==> config.mk <==
export PLATFORM = sky130hd
export DESIGN_NAME = chip8_ram_arbiter
export DESIGN_NICKNAME = d
export VERILOG_FILES = /design/src/rtl/chip8_ram_arbiter.sv
export SDC_FILE = /design/constraint.sdc
export NUM_CORES = 1
export LEC_CHECK = 0
export BUFFER_PORTS_ARGS = -buffer_cell sky130_fd_sc_hd__clkbuf_2
export CAP_MARGIN = 20
export CORE_UTILIZATION = 44
export DETAILED_ROUTE_END_ITERATION = 6
export PLACE_DENSITY_LB_ADDON = 0.05
export SLEW_MARGIN = 10
export SYNTH_ARGS = -nofsm -noshare
export SYNTH_HDL_FRONTEND = slang
export SYNTH_SLANG_ARGS = --single-unit
==> constraint.sdc <==
create_clock -name clk -period 3.91 [get_ports clk]
set_clock_uncertainty 0.05 [all_clocks]
set_input_delay 0.391 -clock clk [delete_from_list [all_inputs] [get_ports clk]]
set_output_delay 0.391 -clock clk [all_outputs]
set_load 0.05 [all_outputs]
==> src/rtl/chip8_ram_arbiter.sv <==
// chip8_ram_arbiter
// Shares the single-port CHIP-8 program/sprite RAM between the CPU, the
// blitter and the host loader. The loader has strict priority; CPU and
// blitter alternate through a round-robin pointer. Read data returns on a
// shared registered bus with a per-requester valid pulse.
//
// Optional feature macro: RAM_ARB_LOADER_EN
//   defined   : loader port takes part in arbitration with top priority.
//   undefined : loader inputs are ignored, ldr_ack/ldr_rvalid are tied 0,
//               arbitration is CPU/blitter round-robin only.
//
// Handshake (all three requesters): a requester raises req with wr/addr/wdata
// and holds them stable until it sees ack. ack pulses for one cycle in the
// cycle the access is driven onto the RAM port. A requester whose ack is high
// this cycle is not eligible at the next edge, so a held req cannot be served
// twice for one access. Dropping req before ack withdraws it cleanly. For a
// read issued in cycle N, rvalid pulses with rdata in cycle N+RD_LAT+1.
//
// RD_LAT must be 1 or 2.
module chip8_ram_arbiter #(
  parameter int ADDR_W = 12,
  parameter int DATA_W = 8,
  parameter int RD_LAT = 1
) (
  input  logic              clk,
  input  logic              res,
  input  logic              cpu_req,
  input  logic              cpu_wr,
  input  logic [ADDR_W-1:0] cpu_addr,
  input  logic [DATA_W-1:0] cpu_wdata,
  output logic              cpu_ack,
  output logic              cpu_rvalid,
  input  logic              blt_req,
  input  logic              blt_wr,
  input  logic [ADDR_W-1:0] blt_addr,
  input  logic [DATA_W-1:0] blt_wdata,
  output logic              blt_ack,
  output logic              blt_rvalid,
  input  logic              ldr_req,
  input  logic              ldr_wr,
  input  logic [ADDR_W-1:0] ldr_addr,
  input  logic [DATA_W-1:0] ldr_wdata,
  output logic              ldr_ack,
  output logic              ldr_rvalid,
  output logic [DATA_W-1:0] rdata,
  output logic              ram_en,
  output logic              ram_wr,
  output logic [ADDR_W-1:0] ram_addr,
  output logic [DATA_W-1:0] ram_in,
  input  logic [DATA_W-1:0] ram_out,
  output logic              busy
);

  // Owner pipeline depth: one stage per cycle from issue to data capture.
  localparam int PIPE_D = RD_LAT + 1;

  typedef enum logic [1:0] {
    OWN_NONE = 2'd0,
    OWN_CPU  = 2'd1,
    OWN_BLT  = 2'd2,
    OWN_LDR  = 2'd3
  } owner_e;

  // Registered handshake and RAM-port state
  logic              r_cpu_ack;
  logic              r_blt_ack;
  logic              r_cpu_rvalid;
  logic              r_blt_rvalid;
  logic              r_rr_blt;     // 0: pointer at CPU, 1: pointer at blitter
  logic              r_ram_en;
  logic              r_ram_wr;
  logic [ADDR_W-1:0] r_ram_addr;
  logic [DATA_W-1:0] r_ram_in;
  logic [DATA_W-1:0] r_rdata;

  // Read-owner pipeline: stage k holds the read issued k cycles ago
  logic [PIPE_D-1:0]       r_pipe_vld;
  logic [PIPE_D-1:0][1:0]  r_pipe_own;

  // Arbitration results
  owner_e            w_win;
  logic              w_wr;
  logic [ADDR_W-1:0] w_addr;
  logic [DATA_W-1:0] w_wdata;
  logic              w_cpu_elig;
  logic              w_blt_elig;
  logic              w_rd_issue;

`ifdef RAM_ARB_LOADER_EN
  logic              r_ldr_ack;
  logic              r_ldr_rvalid;
`else
  logic              w_unused_ldr;
`endif

  assign w_cpu_elig = cpu_req & ~r_cpu_ack;
  assign w_blt_elig = blt_req & ~r_blt_ack;
  assign w_rd_issue = (w_win != OWN_NONE) & ~w_wr;

  // Pick this edge's winner and mux its access; idle keeps address/data
  always_comb begin
    w_win   = OWN_NONE;
    w_wr    = 1'b0;
    w_addr  = r_ram_addr;
    w_wdata = r_ram_in;
    if (w_cpu_elig && (!r_rr_blt || !w_blt_elig)) begin
      w_win = OWN_CPU;
    end else if (w_blt_elig) begin
      w_win = OWN_BLT;
    end
`ifdef RAM_ARB_LOADER_EN
    if (ldr_req && !r_ldr_ack) begin
      w_win = OWN_LDR;
    end
`endif
    case (w_win)
      OWN_CPU: begin
        w_wr    = cpu_wr;
        w_addr  = cpu_addr;
        w_wdata = cpu_wdata;
      end
      OWN_BLT: begin
        w_wr    = blt_wr;
        w_addr  = blt_addr;
        w_wdata = blt_wdata;
      end
`ifdef RAM_ARB_LOADER_EN
      OWN_LDR: begin
        w_wr    = ldr_wr;
        w_addr  = ldr_addr;
        w_wdata = ldr_wdata;
      end
`endif
      default: ;
    endcase
  end

  // Issue the winning access to the RAM port and pulse its ack
  always_ff @(posedge clk or posedge res) begin
    if (res) begin
      r_cpu_ack  <= 1'b0;
      r_blt_ack  <= 1'b0;
      r_ram_en   <= 1'b0;
      r_ram_wr   <= 1'b0;
      r_ram_addr <= '0;
      r_ram_in   <= '0;
    end else begin
      r_cpu_ack  <= (w_win == OWN_CPU);
      r_blt_ack  <= (w_win == OWN_BLT);
      r_ram_en   <= (w_win != OWN_NONE);
      r_ram_wr   <= w_wr;
      r_ram_addr <= w_addr;
      r_ram_in   <= w_wdata;
    end
  end

  // Round-robin pointer moves to the loser of each CPU/blitter grant
  always_ff @(posedge clk or posedge res) begin
    if (res) begin
      r_rr_blt <= 1'b0;
    end else if (w_win == OWN_CPU) begin
      r_rr_blt <= 1'b1;
    end else if (w_win == OWN_BLT) begin
      r_rr_blt <= 1'b0;
    end
  end

  // Carry read ownership alongside the RAM latency
  always_ff @(posedge clk or posedge res) begin
    if (res) begin
      r_pipe_vld <= '0;
      r_pipe_own <= '0;
    end else begin
      r_pipe_vld <= {r_pipe_vld[PIPE_D-2:0], w_rd_issue};
      r_pipe_own <= {r_pipe_own[PIPE_D-2:0], w_win};
    end
  end

  // Capture read data and pulse the owner's rvalid
  always_ff @(posedge clk or posedge res) begin
    if (res) begin
      r_rdata      <= '0;
      r_cpu_rvalid <= 1'b0;
      r_blt_rvalid <= 1'b0;
    end else begin
      if (r_pipe_vld[RD_LAT]) begin
        r_rdata <= ram_out;
      end
      r_cpu_rvalid <= r_pipe_vld[RD_LAT] && (r_pipe_own[RD_LAT] == OWN_CPU);
      r_blt_rvalid <= r_pipe_vld[RD_LAT] && (r_pipe_own[RD_LAT] == OWN_BLT);
    end
  end

`ifdef RAM_ARB_LOADER_EN
  // Loader handshake registers
  always_ff @(posedge clk or posedge res) begin
    if (res) begin
      r_ldr_ack    <= 1'b0;
      r_ldr_rvalid <= 1'b0;
    end else begin
      r_ldr_ack    <= (w_win == OWN_LDR);
      r_ldr_rvalid <= r_pipe_vld[RD_LAT] && (r_pipe_own[RD_LAT] == OWN_LDR);
    end
  end

  assign ldr_ack    = r_ldr_ack;
  assign ldr_rvalid = r_ldr_rvalid;
`else
  // Loader port kept for a stable top level; its inputs go nowhere
  assign w_unused_ldr = ^{ldr_req, ldr_wr, ldr_addr, ldr_wdata};
  assign ldr_ack      = 1'b0;
  assign ldr_rvalid   = 1'b0;
`endif

  assign cpu_ack    = r_cpu_ack;
  assign blt_ack    = r_blt_ack;
  assign cpu_rvalid = r_cpu_rvalid;
  assign blt_rvalid = r_blt_rvalid;
  assign rdata      = r_rdata;
  assign ram_en     = r_ram_en;
  assign ram_wr     = r_ram_wr;
  assign ram_addr   = r_ram_addr;
  assign ram_in     = r_ram_in;
  assign busy       = r_ram_en | (|r_pipe_vld);

endmodule

==> reports/results.ini, run 1 <==
[placement]
place_ws_ps = 1810
hpwl_um = 2470
portBuffers = 88
placed_area_um2 = 2100
gp_congestion = 0.675

[critical_path]
crit_path_start_kind = register
path_max_fanout = 25
cp-end-kind = register
required_ps = 4090
path_class = register to register
crit_arrival_ps = 2180

[grt]
grt_pass1_wl_um = 5830
grt_max_degree = 41
use_met2_pct = 32.3
antenna_found_initial = 0
grt_use_met3_pct = 4.29
gr-total-overflow = 0
use_met1_pct = 23.1
busiest_layer = met2
grt_usage_pct = 19.2
grt_pass1_vias = 1270

[clocking]
post_cts_buffers = 0
numCtsBuffers = 5
cts_tree = built
clkLatencyLatePin_ps = 290
post_cts_resized = 0
ctsHtreeMaxLevel = 2
cts.hold.buffers_added = 0
clockRootBuffer = clkbuf_8
ctsLongestPathBuffers = 2
clock_sinks = 40
clk_pin_slew_ps = 70

[sta]
finalSetupTns_ps = 0
setup_violations = 0
hold_viol_final = 0
fmax_mhz = 498
postLayoutSetupSlackWorst_ps = 1900
timing.hold.ws_ps = 152
rsz0062_at_grt = no
worst_pin_slew_ps = 684
min_period_over_period_pct = 51.3
min_period_ps = 2010
slew_viol_final = 0
max-slew-margin-rel_pct = 54.3

[detailed_routing]
antenna_left = 0
avgViaCountPerCell = 5.25
wl_per_cell_um = 14.1
routed_wl_um = 3570
drc = 0
drtIter0Drc = 53
vias = 1328
drt-pass1-iter-count = 4

[die]
core-area_um2 = 3660
die_area_um2 = 4080
die_y_um = 63.9
dieWidth_um = 63.9
initial_utilization_pct = 46.0
rows = 22
ios = 113

[synth]
yosysWarnings = 0
netlist_area_um2 = 1680
synth.avg_cell_area_um2 = 14.2
syn_inst = 119
ys_seq_elements = 40
ys_seq_area_share_pct = 59.4
yosysUniqueCellTypes = 21

[final_layout]
postLayoutCoreUtil_pct = 60.9
n_fill_cell = 296
area_growth_pct = 32.3
drive_gt1_share_pct = 54.6
fin_area_um2 = 2230
nNetsFinal = 280
antenna_cells = 0

[pwr]
p_leak_uw = 0.00113
ir_worst_vdd_mv = 0.309
power_density_nw_per_um2 = 692

[min_path]
hold_path_class = input pin to asynchronous set/reset pin

[run]
cap_viol_max_count = 0

[outcome]
status = finished, final reports clean

metal layers:
layer	wire length (um)	up-vias
met2	1710	60
met5	0	-
met4	68	0
met3	240	7
met1	1550	650
li1	-	611
per-stage QoR:
step,std cells,total power (uW)
final,253,1540
after global routing,253,1620
after CTS,253,1560
after detailed placement,245,1190
after global placement,245,1180
after floorplan,120,1060
worst paths after layout:
| path | cells after the start | slack [ps] | startpoint | end |
|---|---|---|---|---|
| worst max register to register | 3 | 1900 | blt_ack | ram_in[4] |
| worst min-delay path | 3 | 150 | res | rdata[5] |
| worst min register to register | 0 | 310 | r_pipe_own[0] | r_pipe_own[2] |
| worst max-delay path | 3 | 1900 | blt_ack | ram_in[4] |
| min in group clk | 2 | 250 | blt_wr | r_pipe_vld[0] |
| max in group asynchronous | 3 | 3310 | res | ram_addr[0] |
logic make-up after synthesis:
logic type / Yosys count / share of synthesized area, %
AOI/OAI and AO/OA: 26 / 16.3
other: 1 / 0.223
buffers and inverters: 16 / 6.83
and+or+nand+nor: 28 / 11.9
muxes: 8 / 5.35
DFF: 40 / 59.4
placed cells by master, fill, tap and decap left out, types with 2 or more instances in the layout:
cell type	Yosys	final
conb_1	1	2
dfrtp_1	40	40
clkbuf_2	0	88
inv_1	2	2
nor3b_1	20	20
nor2_1	2	2
clkbuf_8	0	7
a21boi_4	2	2
mux2_2	8	8
buf_4	3	2
a221o_1	20	20
nand2_1	2	2
synthesized netlist by cell type:
| cell type | count | area, um2 |
|---|---|---|
| a21boi_1 | 1 | 7.51 |
| a21boi_4 | 2 | 37.5 |
| a221o_1 | 20 | 200 |
| a221oi_2 | 1 | 15.0 |
| a22o_1 | 1 | 8.76 |
| and3b_1 | 1 | 8.76 |
| buf_2 | 5 | 25.0 |
| buf_4 | 3 | 22.5 |
| buf_6 | 5 | 56.3 |
| conb_1 | 1 | 3.75 |
| dfrtp_1 | 40 | 1000 |
| inv_1 | 2 | 7.51 |
| inv_2 | 1 | 3.75 |
| mux2_2 | 8 | 90.1 |
| nand2_1 | 2 | 7.51 |
| nor2_1 | 2 | 7.51 |
| nor2b_1 | 1 | 6.26 |
| nor2b_4 | 1 | 13.8 |
| nor3b_1 | 20 | 150 |
| o21ai_1 | 1 | 5.00 |
| or3_1 | 1 | 6.26 |
report_power, final:
part | leakage, uW | total, uW | switching [uW] | internal (uW)
Clock | 0.0000645 | 360 | 135 | 225
Sequential | 0.000488 | 567 | 57.5 | 509
Combinational | 0.000578 | 615 | 440 | 175
Total | 0.00113 | 1540 | 632 | 909
cell type report:
class                   instances  area (um2)  share of cell area [%]
well taps                      48        60.1                    2.70
multi-input cells              64         574                    25.8
repair buffers                 90         455                    20.4
clock inverters                 1        30.0                    1.35
inverters                       3        11.3                   0.505
flip-flops and latches         40        1000                    44.9
clock buffers                   7        96.3                    4.32
state kept, by name, indices dropped and copies added, names as in the netlist:
signal      cells
blt_ack         1
blt_rvalid      1
cpu_ack         1
cpu_rvalid      1
r_pipe_own      3
r_pipe_vld      2
r_rr_blt        1
ram_addr       12
ram_en          1
ram_in          8
ram_wr          1
rdata           8
critical path: stages, from the launching register on:
cell	delay, ps
dfrtp_1	420
nor2b_4	520
a21boi_4	670
a221o_1	270
Power figures use the tool's default switching activity.
==> run 2: changes to the inputs <==
--- a/config.mk
+++ b/config.mk
@@ -7,7 +7,7 @@
 export LEC_CHECK = 0
 export BUFFER_PORTS_ARGS = -buffer_cell sky130_fd_sc_hd__clkbuf_2
 export CAP_MARGIN = 20
-export CORE_UTILIZATION = 44
+export CORE_UTILIZATION = 41
 export DETAILED_ROUTE_END_ITERATION = 6
 export PLACE_DENSITY_LB_ADDON = 0.05
 export SLEW_MARGIN = 10
==> constraint.sdc (replaced) <==
create_clock -name clk -period 2.1 [get_ports clk]
set_clock_uncertainty 0.05 [all_clocks]
set_input_delay 0.21 -clock clk [delete_from_list [all_inputs] [get_ports clk]]
set_output_delay 0.21 -clock clk [all_outputs]
set_load 0.05 [all_outputs]
==> run 2 against run 1 <==
Effect of this change:
- highest routed layer unchanged
- critical path type is now register to primary output
- flip-flop and latch count stayed put
- setup slack got worse by 1500 ps
- sequential power rose by 85%
==> reports/results.ini, run 2 (synthesis gave the netlist of run 1 again) <==
[sta]
setup_violations = 0  ; unchanged
hold_viol_final = 0  ; unchanged
fmax_mhz = 583
finalSetupTns_ps = 0  ; unchanged
slew_viol_final = 0  ; unchanged
rsz0062_at_grt = no
postLayoutSetupSlackWorst_ps = 383  ; -1520 ps
min_period_over_period_pct = 81.7
min_period_ps = 1720

[clocking]
ctsHtreeMaxLevel = 2  ; unchanged
clockRootBuffer = clkbuf_8
clk_pin_slew_ps = 70  ; about the same
ctsLongestPathBuffers = 2  ; unchanged
clock_sinks = 40  ; unchanged
cts_tree = built
numCtsBuffers = 5  ; unchanged
post_cts_resized = 0  ; unchanged
clkLatencyLatePin_ps = 290  ; about the same

[critical_path]
path_max_fanout = 11  ; -56%
rr_endpoint = ram_addr[0]
required_ps = 1840  ; -2250 ps
crit_path_start_kind = register
cp-endpoint = busy
path_class = register to primary output
r2r_setup_slack_ps = 560  ; -1340 ps
cp_num_buf_inv = 1  ; +1
cp-end-kind = primary output
cp_top_family = flip-flops
setup.worst_path.start = r_pipe_vld[1]
r2r_cells = 4  ; +1
cp_slowest_stage_delay_ps = 520  ; -150 ps
cp_slowest_cell = dfrtp_1
r2r-start = blt_ack
cp_cell_sequence = or3_1, clkbuf_2
crit_cells = 2  ; -1
crit_arrival_ps = 1460  ; -720 ps

[final_layout]
antenna_cells = 0  ; unchanged
layout_common_cells = 88 x clkbuf_2, 40 x dfrtp_1, 20 x nor3b_1, 20 x a221o_1, 9 x buf_4
final_common_cell = clkbuf_2
largest_reg_flops = 12  ; unchanged
nNetsFinal = 288  ; +2.9%
area_growth_pct = 34.0
n_fill_cell = 331  ; +12%
drive_gt1_share_pct = 55.9  ; +1.2 points

[die]
die_area_um2 = 4370  ; +7.1%
initial_utilization_pct = 44.3  ; -1.7 points
die_y_um = 66.1  ; +3.5%
ios = 113  ; unchanged
core-area_um2 = 3800  ; +3.8%
dieWidth_um = 66.1  ; +3.5%
rows = 22  ; unchanged

[detailed_routing]
wl_per_cell_um = 14.3  ; +1.5%
routed_wl_um = 3740  ; +4.7%
drtIter0Drc = 49  ; -7.5%
vias = 1332  ; +0.30%
drc = 0  ; unchanged
drt-pass1-iter-count = 4  ; unchanged
avgViaCountPerCell = 5.10  ; -2.8%
antenna_left = 0  ; unchanged

[placement]
hpwl_um = 2780  ; +13%
portBuffers = 88  ; unchanged
gp_congestion = 0.663  ; -1.8%
place_ws_ps = 552  ; -1250 ps

[min_path]
hold_path_class = input pin to register
holdCritStartpoint = blt_wr

[pwr]
ir_worst_vdd_mv = 0.561  ; +82%
power_density_nw_per_um2 = 1210  ; +75%
power_uw = 2740  ; +78%
p_leak_uw = 0.00116  ; +2.3%

[outcome]
status = finished, final reports clean

[grt]
grt_max_degree = 22  ; -46%
antenna_found_initial = 0  ; unchanged
grt_pass1_wl_um = 5800  ; -0.48%
grt_usage_pct = 18.3  ; -0.91 points
grt_pass1_vias = 1291  ; +1.7%
gr-total-overflow = 0  ; unchanged

[run]
cap_viol_max_count = 0  ; unchanged

==> run 2: what timing repair did <==
action,CTS,global route
hold endpoints to repair,40,0
endpoints found under the setup margin,0,0
buffers inserted,0,0
hold buffers,1,0
==> run 2: final cells by class <==
class	count	area, um2	share of cell area (%)
tap	48	60.1	2.66
clock buffer	6	82.6	3.66
multi-input combinational	64	574	25.4
sequential	40	1000	44.3
timing repair buffer	98	518	22.9
clock inverter	2	10.0	0.443
inverter	3	11.3	0.499
==> run 2: how the worst min path moves through the flow <==
stage,to,slack [ps],cells after the start
4_1_cts,r_pipe_vld[0],60,2
2_1_floorplan,r_pipe_vld[0],240,1
3_3_place_gp,cpu_rvalid,210,3
5_1_grt,r_pipe_vld[0],60,2
6_report,r_pipe_vld[0],70,2
3_5_place_dp,blt_rvalid,210,3
==> run 2: stage by stage <==
stage | std cells | instance area [um2] | hold slack (ps) | utilization [%]
floorplan | 120 | 1690 | 242 | -
global placement | 252 | 2150 | 207 | 56.7
detailed placement | 252 | 2150 | 207 | 56.7
CTS | 261 | 2260 | 55.1 | 59.4
finish | 261 | 2260 | 67.5 | 59.4
global route | 261 | 2260 | 57.4 | 59.4
==> run 2: per-layer routing <==
layer | track usage, % | up-vias | share of wire (%) | routed length [um]
li1 | - | 624 | - | -
met1 | 21.2 | 644 | 40 | 1500
met2 | 30.7 | 58 | 51 | 1900
met3 | 6.38 | 6 | 7.5 | 281
met4 | 7.18 | 0 | 1.3 | 50
met5 | 0 | - | 0 | 0
==> run 2: report_power, final <==
group          leakage, uW  internal (uW)  switching [uW]
clock network    0.0000510            262             251
logic             0.000617            348             826
registers         0.000488            948             105
==> run 3: changes to the inputs <==
==> constraint.sdc (replaced) <==
create_clock -name clk -period 1.7 [get_ports clk]
set_clock_uncertainty 0.05 [all_clocks]
set_input_delay 0.17 -clock clk [delete_from_list [all_inputs] [get_ports clk]]
set_output_delay 0.17 -clock clk [all_outputs]
set_load 0.05 [all_outputs]
==> run 3 against run 2 <==
Effect of this change:
- register-to-register slack got worse by 370 ps
- sequential share of layout area up 0.15 points
- flip-flop and latch count stayed put
- worst hold slack lost 38 ps
- critical path type is now register to register
- largest cell class unchanged
- routed wire length decreased by 1.5%
- clock-buffer cell count did not move
- final area decreased by 0.33%
- via count shrank 0.75%
==> reports/results.ini, run 3 (synthesis gave the netlist of run 1 again) <==
[pwr]
ir_worst_vdd_mv = 0.706  ; +26%
power_density_nw_per_um2 = 1480  ; +22%
p_leak_uw = 0.00115  ; -0.43%

[die]
die_area_um2 = 4370  ; unchanged
ios = 113  ; unchanged
die_y_um = 66.1  ; unchanged
rows = 22  ; unchanged
core-area_um2 = 3800  ; unchanged
initial_utilization_pct = 44.3  ; unchanged
dieWidth_um = 66.1  ; unchanged

[critical_path]
crit_arrival_ps = 1620  ; +160 ps
path_class = register to register
cp_num_buf_inv = 1  ; unchanged
cp_top_family = flip-flops
required_ps = 1810  ; -30 ps
path_max_fanout = 22  ; +11
cp_slowest_cell = dfrtp_1
cp-end-kind = register
cp_slowest_stage_delay_ps = 400  ; -120 ps
cp_cell_sequence = nor2b_2, buf_4, nor3b_1, a221o_1
crit_path_start_kind = register

[clocking]
clock_sinks = 40  ; unchanged
clkLatencyLatePin_ps = 280  ; about the same
numCtsBuffers = 5  ; unchanged
ctsLongestPathBuffers = 2  ; unchanged
clockRootBuffer = clkbuf_8
ctsHtreeMaxLevel = 2  ; unchanged
cts_tree = built
post_cts_resized = 0  ; unchanged
clk_pin_slew_ps = 70  ; about the same

[sta]
min_period_ps = 1510
fmax_mhz = 662
setup_violations = 0  ; unchanged
hold_viol_final = 0  ; unchanged
min_period_over_period_pct = 88.8
finalSetupTns_ps = 0  ; unchanged
rsz0062_at_grt = no
slew_viol_final = 0  ; unchanged

[placement]
portBuffers = 88  ; unchanged
place_inst = 253  ; +0.40%
placed_area_um2 = 2160  ; +0.35%
gp_congestion = 0.652  ; -1.6%
hpwl_um = 2770  ; -0.36%

[final_layout]
largest_reg_flops = 12  ; unchanged
antenna_cells = 0  ; unchanged
layout_common_cells = 88 x clkbuf_2, 40 x dfrtp_1, 20 x nor3b_1, 20 x a221o_1, 10 x buf_4
fin_area_um2 = 2250  ; -0.33%
drive_gt1_share_pct = 55.4  ; -0.47 points
n_fill_cell = 328  ; -0.91%
nNetsFinal = 289  ; +0.35%
final_common_cell = clkbuf_2
final_cells = 261  ; unchanged
area_growth_pct = 33.6

[detailed_routing]
routed_wl_um = 3680  ; -1.5%
vias = 1322  ; -0.75%
wl_per_cell_um = 14.1  ; -1.5%
antenna_left = 0  ; unchanged
avgViaCountPerCell = 5.07  ; -0.75%
drt-pass1-iter-count = 4  ; unchanged
drtIter0Drc = 47  ; -4.1%
drc = 0  ; unchanged

[grt]
gr-total-overflow = 0  ; unchanged
grt_pass1_wl_um = 5640  ; -2.8%
use_met1_pct = 21.9  ; +0.77 points
grt_pass1_vias = 1205  ; -6.7%
grt_max_degree = 26  ; +18%
use_met2_pct = 29.0  ; -1.8 points
antenna_found_initial = 0  ; unchanged
busiest_layer = met2
grt_usage_pct = 17.6  ; -0.68 points
grt_use_met3_pct = 4.48  ; -1.9 points

[outcome]
status = finished, final reports clean

[min_path]
hold_path_class = input pin to register

[run]
cap_viol_max_count = 0  ; unchanged

[run 3: cell types whose count changed in the layout (fill, tap and decap cells not counted)]
cell | previous run | this run
buf_4 | 9 | 10
clkbuf_8 | 6 | 5
clkbuf_1 | 0 | 1
clkinv_2 | 2 | 1
[run 3: power by group]
group          total (uW)  leakage [uW]  internal [uW]  switching (uW)
sequential           1290      0.000488           1170             114
combinational        1480      0.000622            436            1040
clock                 567     0.0000410            279             288
total                3330       0.00115           1890            1440
[run 3: repair_timing]
item / CTS / global route
hold buffers: 1 / 0
buffers inserted: 0 / 0
endpoints found under the hold margin: 40 / 0
[run 3: final timing paths]
path / cells past startpoint / to / startpoint / slack (ps)
max in group asynchronous: 4 / ram_addr[8] / res / 900
min in group asynchronous: 4 / r_rr_blt / res / 400
worst min register to register: 0 / r_pipe_own[2] / r_pipe_own[0] / 300
worst max register to register: 4 / ram_addr[8] / cpu_ack / 190
worst max-delay path: 4 / ram_addr[8] / cpu_ack / 190
worst min-delay path: 2 / r_pipe_vld[0] / blt_wr / 30
[run 3: layer usage]
layer  share of wire [%]  up-vias  wire, um
met3                 7.2        5       264
met2                  50       57      1830
met4                 1.1        0        40
li1                    -      625         -
met5                   0        -         0
met1                  42      635      1550
[run 3: final cells by class]
class                      count  area (um2)  area share [%]
inverter                       3        11.3           0.501
tap                           48        60.1            2.67
clock buffer                   6        72.6            3.23
multi-input combinational     64         574            25.5
clock inverter                 1        5.00           0.222
timing repair buffer          99         526            23.4
sequential                    40        1000            44.5
[run 3: metrics by stage]
step | total power [uW] | hold slack, ps | worst slack [ps] | utilization (%)
2_1_floorplan | 2440 | 202 | 57.0 | -
3_3_place_gp | 2750 | 141 | 268 | 56.9
3_5_place_dp | 2790 | 141 | 214 | 56.9
4_1_cts | 3370 | 17.9 | 187 | 59.2
5_1_grt | 3500 | 34.1 | 118 | 59.2
6_report | 3330 | 29.4 | 190 | 59.2
